[config.mk]
export PLATFORM = sky130hd
export DESIGN_NAME = tail_light_seq_flat
export DESIGN_NICKNAME = d
export VERILOG_FILES = /design/src/rtl/tail_light_seq_if.sv /design/src/rtl/tail_light_seq.sv /design/src/flat_wrapper.sv
export SDC_FILE = /design/constraint.sdc
export NUM_CORES = 1
export LEC_CHECK = 0
export ABC_AREA = 1
export CORE_ASPECT_RATIO = 1.75
export CORE_MARGIN = 1
export CORE_UTILIZATION = 35
export DETAILED_ROUTE_END_ITERATION = 10
export HOLD_SLACK_MARGIN = 0.12
export PLACE_DENSITY = 0.66
export SLEW_MARGIN = 20
export SYNTH_ARGS = -nofsm -noshare
export SYNTH_HDL_FRONTEND = slang
export SYNTH_SLANG_ARGS = --single-unit
[constraint.sdc]
create_clock -name ADC_CLK_10 -period 3.7 [get_ports ADC_CLK_10]
set_clock_uncertainty 0.1 [all_clocks]
set_input_delay 0.555 -clock ADC_CLK_10 [delete_from_list [all_inputs] [get_ports ADC_CLK_10]]
set_output_delay 0.555 -clock ADC_CLK_10 [all_outputs]
set_load 0.01 [all_outputs]
[src/rtl/tail_light_seq_if.sv]
// rtl/tail_light_seq_if.sv - request/lamp bundle between switch inputs, tail_light_seq and LEDR/HEX
//
// Purpose: groups the level requests driven by the switches and keys with the
// lamp, mode and tick outputs of the sequencer.
// Signals:
//   en          prescaler enable (0 freezes sequencing)
//   left_req    left turn request (level)
//   right_req   right turn request (level)
//   hazard_req  hazard request (level)
//   brake       brake pedal (level)
//   left_lamps  left lamps, bit0 innermost
//   right_lamps right lamps, bit0 innermost
//   mode        00 IDLE, 01 LEFT, 10 RIGHT, 11 HAZARD
//   tick        one-cycle step pulse
// Modports: master drives the requests, slave (the sequencer) drives the lamps.

interface tail_light_seq_if #(
    parameter int LAMPS = 3
);
    logic             en;
    logic             left_req;
    logic             right_req;
    logic             hazard_req;
    logic             brake;
    logic [LAMPS-1:0] left_lamps;
    logic [LAMPS-1:0] right_lamps;
    logic [1:0]       mode;
    logic             tick;

    modport master (
        output en, left_req, right_req, hazard_req, brake,
        input  left_lamps, right_lamps, mode, tick
    );

    modport slave (
        input  en, left_req, right_req, hazard_req, brake,
        output left_lamps, right_lamps, mode, tick
    );
endinterface

[src/rtl/tail_light_seq.sv]
// rtl/tail_light_seq.sv - sequential tail-light controller with prescaler, sweeps, hazard and brake overlay
//
// Purpose: drives LAMPS lamps per side with left/right sweeps, hazard flashing
// and a brake overlay; steps once every DIV_MAX+1 enabled clocks.
// Ports:
//   ADC_CLK_10  system clock
//   rst         synchronous active-high reset, overrides everything
//   bus         tail_light_seq_if slave: en, left_req, right_req, hazard_req,
//               brake in; left_lamps, right_lamps, mode, tick out (all registered)

module tail_light_seq #(
    parameter int DIV_WIDTH = 5,
    parameter int DIV_MAX   = 31,
    parameter int LAMPS     = 3
) (
    input  logic            ADC_CLK_10,
    input  logic            rst,
    tail_light_seq_if.slave bus
);
    localparam int POS_W = $clog2(LAMPS + 1);
    localparam logic [DIV_WIDTH-1:0] DIV_TC   = DIV_WIDTH'(DIV_MAX);
    localparam logic [POS_W-1:0]     POS_FULL = POS_W'(LAMPS);
    localparam logic [POS_W-1:0]     POS_ONE  = POS_W'(1);
    localparam logic [LAMPS-1:0]     ALL_ON   = '1;

    typedef enum logic [1:0] {
        S_IDLE   = 2'b00,
        S_LEFT   = 2'b01,
        S_RIGHT  = 2'b10,
        S_HAZARD = 2'b11
    } state_t;

    logic [DIV_WIDTH-1:0] cnt_q, cnt_d;
    state_t               state_q, state_d;
    logic [POS_W-1:0]     pos_q, pos_d;
    logic [LAMPS-1:0]     left_q, left_d;
    logic [LAMPS-1:0]     right_q, right_d;
    logic [1:0]           mode_q;
    logic                 tick_q;
    logic                 step;
    logic [LAMPS-1:0]     sweep;

    // Bar-graph pattern: the lowest p lamps lit, i.e. (1<<p)-1.
    function automatic logic [LAMPS-1:0] fill(input logic [POS_W-1:0] p);
        logic [LAMPS-1:0] f;
        f = '0;
        for (int i = 0; i < LAMPS; i++) begin
            f[i] = (POS_W'(i) < p);
        end
        return f;
    endfunction

    // Prescaler and sequencing next state.
    always_comb begin
        step    = bus.en && (cnt_q == DIV_TC);
        cnt_d   = cnt_q;
        state_d = state_q;
        pos_d   = pos_q;

        if (bus.en) begin
            cnt_d = step ? '0 : cnt_q + DIV_WIDTH'(1);
        end

        if (step) begin
            if (pos_q == '0) begin
                // Requests are only looked at between sweeps, so a sweep in
                // flight always completes untouched.
                if (bus.hazard_req || (bus.left_req && bus.right_req)) begin
                    state_d = S_HAZARD;
                    pos_d   = POS_FULL;
                end else if (bus.left_req) begin
                    state_d = S_LEFT;
                    pos_d   = POS_ONE;
                end else if (bus.right_req) begin
                    state_d = S_RIGHT;
                    pos_d   = POS_ONE;
                end else begin
                    state_d = S_IDLE;
                    pos_d   = '0;
                end
            end else if (state_q == S_HAZARD || pos_q == POS_FULL) begin
                // Hazard only ever sits at POS_FULL when non-zero.
                pos_d = '0;
            end else begin
                pos_d = pos_q + POS_W'(1);
            end
        end
    end

    // Lamp images from the current state; brake is sampled every cycle so the
    // overlay keeps working while sequencing is frozen.
    always_comb begin
        sweep   = fill(pos_q);
        left_d  = '0;
        right_d = '0;
        unique case (state_q)
            S_IDLE: begin
                if (bus.brake) begin
                    left_d  = ALL_ON;
                    right_d = ALL_ON;
                end
            end
            S_LEFT: begin
                left_d = sweep;
                if (bus.brake) right_d = ALL_ON;
            end
            S_RIGHT: begin
                right_d = sweep;
                if (bus.brake) left_d = ALL_ON;
            end
            S_HAZARD: begin
                if (pos_q == POS_FULL) begin
                    left_d  = ALL_ON;
                    right_d = ALL_ON;
                end
            end
        endcase
    end

    always_ff @(posedge ADC_CLK_10) begin
        if (rst) begin
            cnt_q   <= '0;
            state_q <= S_IDLE;
            pos_q   <= '0;
            left_q  <= '0;
            right_q <= '0;
            mode_q  <= 2'b00;
            tick_q  <= 1'b0;
        end else begin
            cnt_q   <= cnt_d;
            state_q <= state_d;
            pos_q   <= pos_d;
            left_q  <= left_d;
            right_q <= right_d;
            mode_q  <= state_q;
            tick_q  <= step;
        end
    end

    assign bus.left_lamps  = left_q;
    assign bus.right_lamps = right_q;
    assign bus.mode        = mode_q;
    assign bus.tick        = tick_q;

endmodule

[src/flat_wrapper.sv]
// flat-port wrapper written by rule: the top's interface ports become plain ports
module tail_light_seq_flat 
#(
    parameter int DIV_WIDTH = 5,
    parameter int DIV_MAX   = 31,
    parameter int LAMPS     = 3
)
  (ADC_CLK_10, rst, bus_en, bus_left_req, bus_right_req, bus_hazard_req, bus_brake, bus_left_lamps, bus_right_lamps, bus_mode, bus_tick);
  tail_light_seq_if #(.LAMPS(LAMPS)) bus_i ();
  input  logic ADC_CLK_10;
  input  logic rst;
  input wire logic [$bits(bus_i.en)-1:0] bus_en;
  input wire logic [$bits(bus_i.left_req)-1:0] bus_left_req;
  input wire logic [$bits(bus_i.right_req)-1:0] bus_right_req;
  input wire logic [$bits(bus_i.hazard_req)-1:0] bus_hazard_req;
  input wire logic [$bits(bus_i.brake)-1:0] bus_brake;
  output wire logic [$bits(bus_i.left_lamps)-1:0] bus_left_lamps;
  output wire logic [$bits(bus_i.right_lamps)-1:0] bus_right_lamps;
  output wire logic [$bits(bus_i.mode)-1:0] bus_mode;
  output wire logic [$bits(bus_i.tick)-1:0] bus_tick;
  assign bus_i.en = bus_en;
  assign bus_i.left_req = bus_left_req;
  assign bus_i.right_req = bus_right_req;
  assign bus_i.hazard_req = bus_hazard_req;
  assign bus_i.brake = bus_brake;
  assign bus_left_lamps = bus_i.left_lamps;
  assign bus_right_lamps = bus_i.right_lamps;
  assign bus_mode = bus_i.mode;
  assign bus_tick = bus_i.tick;
  tail_light_seq #(.DIV_WIDTH(DIV_WIDTH), .DIV_MAX(DIV_MAX), .LAMPS(LAMPS)) u_core (.ADC_CLK_10(ADC_CLK_10), .rst(rst), .bus(bus_i));
endmodule
[After elaboration in Yosys (flattened, before gate mapping)]
Cells that the tools add are included.
Storage, ports and cells
  register bits after elaboration: 18
  bits in latches: 0
  RAM bits: 0
  ROM bits: 0
  output and inout port bits: 9
  memories kept: 0
Cells by class
  add/sub/neg operators: 2
  multiply operators: 0
  div/mod/pow operators: 0
  $lt $le $gt $ge: 3
  equal/unequal tests: 5
  shift operators: 0
  multiplexer cells: 13
  bitwise operators: 0
  reduce and logical (&&, ||, !) cells: 9
Operators by type and width (count)
  3-bit case mux with 3 select lines: 2
  2-bit two-way mux: 7
  2-bit == test (second input constant): 3
  3-bit two-way mux: 2
  5-bit by 1-bit adder with 5-bit output (second input constant): 1
  5-bit == test (second input constant): 1
  5-bit two-way mux: 1
  2-bit logical NOT: 2
  1-bit by 2-bit less-than comparator with 1-bit output (first input constant): 2
  2-bit OR reduction: 2
  2-bit by 1-bit adder with 2-bit output (second input constant): 1
  2-bit by 1-bit == test with 1-bit output (second input constant): 1
  1-bit logical AND: 2
  1-bit logical OR: 2
  2-bit less-than comparator (first input constant): 1
  2-bit AND reduction: 1
  1-bit two-way mux: 1

[Depth between registers and ports, before layout]
  depth after elaboration: 4
  depth in mapped cells: 8
  depth with buffers taken out: 8

[Worst setup path before layout]
Ideal clock, no wire load.
  path type: register -> register
  start: register u_core.cnt_q[0]
  end: register u_core.pos_q[1]
  data arrival time: 1252 ps
  setup slack: 2229 ps
  cell stages (with the launch flop): 9
  path buffers: 0
  clock period less this slack: 1471 ps
  cells stage by stage: dfxtp_1 > ha_1 > and3_1 > ha_1 > nand2_2 > nand2_1 > inv_2 > nand2_1 > nand3_1
Between the ends
  longest elaborated chain between the ends: 2
Ends and longest elaborated chain
  from (decl): RTL line tail_light_seq.sv:33  | logic [DIV_WIDTH-1:0] cnt_q, cnt_d;
  from (signal assigned): RTL line tail_light_seq.sv:130  | cnt_q <= cnt_d;
  5-bit == test: RTL line tail_light_seq.sv:55  | step = bus.en && (cnt_q == DIV_TC);
  1-bit logical AND: RTL line tail_light_seq.sv:55
  to (signal assigned): RTL line tail_light_seq.sv:132  | pos_q <= pos_d;
  to (decl): RTL line tail_light_seq.sv:35  | logic [POS_W-1:0] pos_q, pos_d;
Every way passes these cells.
A chain may end at the register's enable or synchronous reset.

==> flow_summary.json <==
{
  "outcome": "completed",
  "finalCritPeriodShare_pct": 47.9,
  "hold_depth": 2,
  "global_route.usage.met3_pct": 2.00,
  "drv_cap": 0,
  "crit_path_start": "rst",
  "clkLatencyLatePin_ns": 0.26,
  "layout_setup_ws_ns": 1.93,
  "gr-total-overflow": 0,
  "fin_crit_ns": 1.77,
  "hpwlAfterDp_mm": 1.28,
  "syn_area_um2": 833,
  "cts_tree": "yes",
  "grt_antenna_before_repair": 0,
  "nNetsFinal": 139,
  "finalSetupViolCount": 0,
  "clkSlewWorstSetupHoldPaths_ns": 0.07,
  "drv_slew": 0,
  "grt_max_degree": 11,
  "fp.dieW_um": 38.9,
  "synth_seq_cells": 18,
  "ant_nets": 0,
  "cts_buffers": 3,
  "start_kind": "input port",
  "maxSlewHeadroom_pct": 62.7,
  "rsz0062_at_grt": "no",
  "synth.avg_cell_area_um2": 7.58,
  "fin_hold_ws_ns": 0.374,
  "p_leak_nw": 0.479,
  "dpl_worst_slack_ns": 1.68,
  "cts_buffer_depth": 2,
  "first_global_vias": 688,
  "crit_arrival_ns": 1.77,
  "gp_congestion": 0.794,
  "worst_pin_slew_ns": 0.558,
  "first_pass_iters": 4,
  "reg2reg_from": "u_core.cnt_q[0]",
  "ys_seq_area_share_pct": 43.2,
  "hold_viol": 0,
  "groute.layer.met2.usage_pct": 28.1,
  "critPathKind": "in -> reg",
  "final_cell_mix": "28 x nand2_1, 20 x nor2_1, 18 x dfxtp_1",
  "end_kind": "register",
  "final_common_cell": "nand2_1",
  "worstHoldStart": "u_core.cnt_q[4]",
  "fin_cells": 152,
  "diodes": 0,
  "synth_cell_types": 20,
  "fmax_mhz": 564,
  "r2r_cells": 8,
  "grtUsageTotal_pct": 15.8,
  "core-area_um2": 2270,
  "routed_wl_mm": 1.65,
  "io_pins": 16,
  "die_area_um2": 2590,
  "final_layout_size_suffix_gt1_share_pct": 11.0,
  "worstPathMaxFanout": 9,
  "h-tree-depth": 1,
  "areaGrowthSynthToFinish_pct": 25.7,
  "worstPathRequired_ns": 3.70,
  "clkSinkCount": 18,
  "gr-max-usage-layer": "met2",
  "cts-root-buf": "clkbuf_8",
  "hold_class": "reg -> reg",
  "power_density_nw_per_um2": 378,
  "vias": 738,
  "die_height_um": 66.5,
  "wl_per_cell_um": 10.8,
  "vias_per_cell": 4.86,
  "syn_inst": 110,
  "drtIter0Drc": 18,
  "dp_cells": 148,
  "initial_core_util_pct": 36.7,
  "ctsResizeCount": 0,
  "syn_nets": 121,
  "setup_tns_ns": 0,
  "hold_buffers": 0,
  "drc": 0,
  "regToRegSetupSlack_ns": 2.03,
  "use_met1_pct": 14.8,
  "ys_warn_count": 0,
  "port_buffers": 15,
  "final_util_pct": 46.1,
  "core.rowCount": 23,
  "ir_worst_vdd_mv": 0.293,
  "postCtsSetupBuffers": 0,
  "grt_pass1_wl_mm": 2.77
}
cell families (layout without fill, tap and decap cells):
family | Yosys count | count (layout) | share of synthesized area, %
and+or+nand+nor | 61 | 61 | 33.0
buffers and inverters | 16 | 33 | 10.5
adders and majority gates | 4 | 4 | 6.01
DFF | 18 | 18 | 43.2
AOI/OAI and AO/OA | 11 | 11 | 7.21
through the flow:
stage	total power, mW	instance area (µm²)
after floorplan	0.227	833
after global routing	0.412	1050
final	0.396	1050
after CTS	0.402	1050
after global placement	0.241	992
after detailed placement	0.242	992
sequential cells by signal (all words and copies together) (netlist names):
| signal | cells |
|---|---|
| u_core.state_q | 2 |
| u_core.bus.mode | 2 |
| u_core.bus.right_lamps | 3 |
| u_core.pos_q | 2 |
| u_core.cnt_q | 5 |
| u_core.bus.left_lamps | 3 |
| u_core.bus.tick | 1 |
per-layer routing:
metal / up-vias / wire length [µm]
met5: - / 0
li1: 375 / -
met3: 7 / 54
met2: 24 / 926
met4: 0 / 74
met1: 332 / 591
worst max-delay path: stages:
cell and delay (ns):
clkdlybuf4s50_1 0.82, clkinv_8 0.13, nand2_1 0.15, o22ai_1 0.11
layout make-up:
type / instances / area (µm²)
tap: 25 / 31.3
inverter: 14 / 65.1
timing repair buffer: 15 / 150
multi-input combinational: 76 / 385
fill: 230 / 1230
sequential: 18 / 360
clock buffer: 4 / 55.1
final timing paths:
| path | end |
|---|---|
| max | u_core.bus.left_lamps[2] |
| min | u_core.cnt_q[4] |
| max reg2reg | u_core.pos_q[1] |
| min reg2reg | u_core.cnt_q[4] |
cell usage after synthesis:
cell type / n / share of area [%]
nand3_1: 6 / 3.6
nand2_2: 1 / 0.75
nor2_2: 2 / 1.5
buf_6: 2 / 2.7
o22ai_1: 1 / 0.75
nand2_4: 1 / 1.4
and3_1: 1 / 0.75
nor2_1: 20 / 9.0
nor2_4: 1 / 1.4
a21oi_2: 1 / 1.1
ha_1: 4 / 6.0
inv_1: 11 / 5.0
a21oi_1: 5 / 3.0
nand3_4: 1 / 2.1
nand2_1: 28 / 13
clkinv_8: 1 / 2.0
o21ai_1: 2 / 1.2
o21ai_0: 2 / 1.2
dfxtp_1: 18 / 43
inv_2: 2 / 0.90
power breakdown:
| part | leakage (nW) | total (mW) | internal [mW] | switching (mW) |
|---|---|---|---|---|
| Sequential | 0.147 | 0.202 | 0.199 | 0.00272 |
| Combinational | 0.303 | 0.0353 | 0.0174 | 0.0178 |
| Clock | 0.0288 | 0.158 | 0.0946 | 0.0638 |
Note: power is estimated with default switching activity, not from simulation.
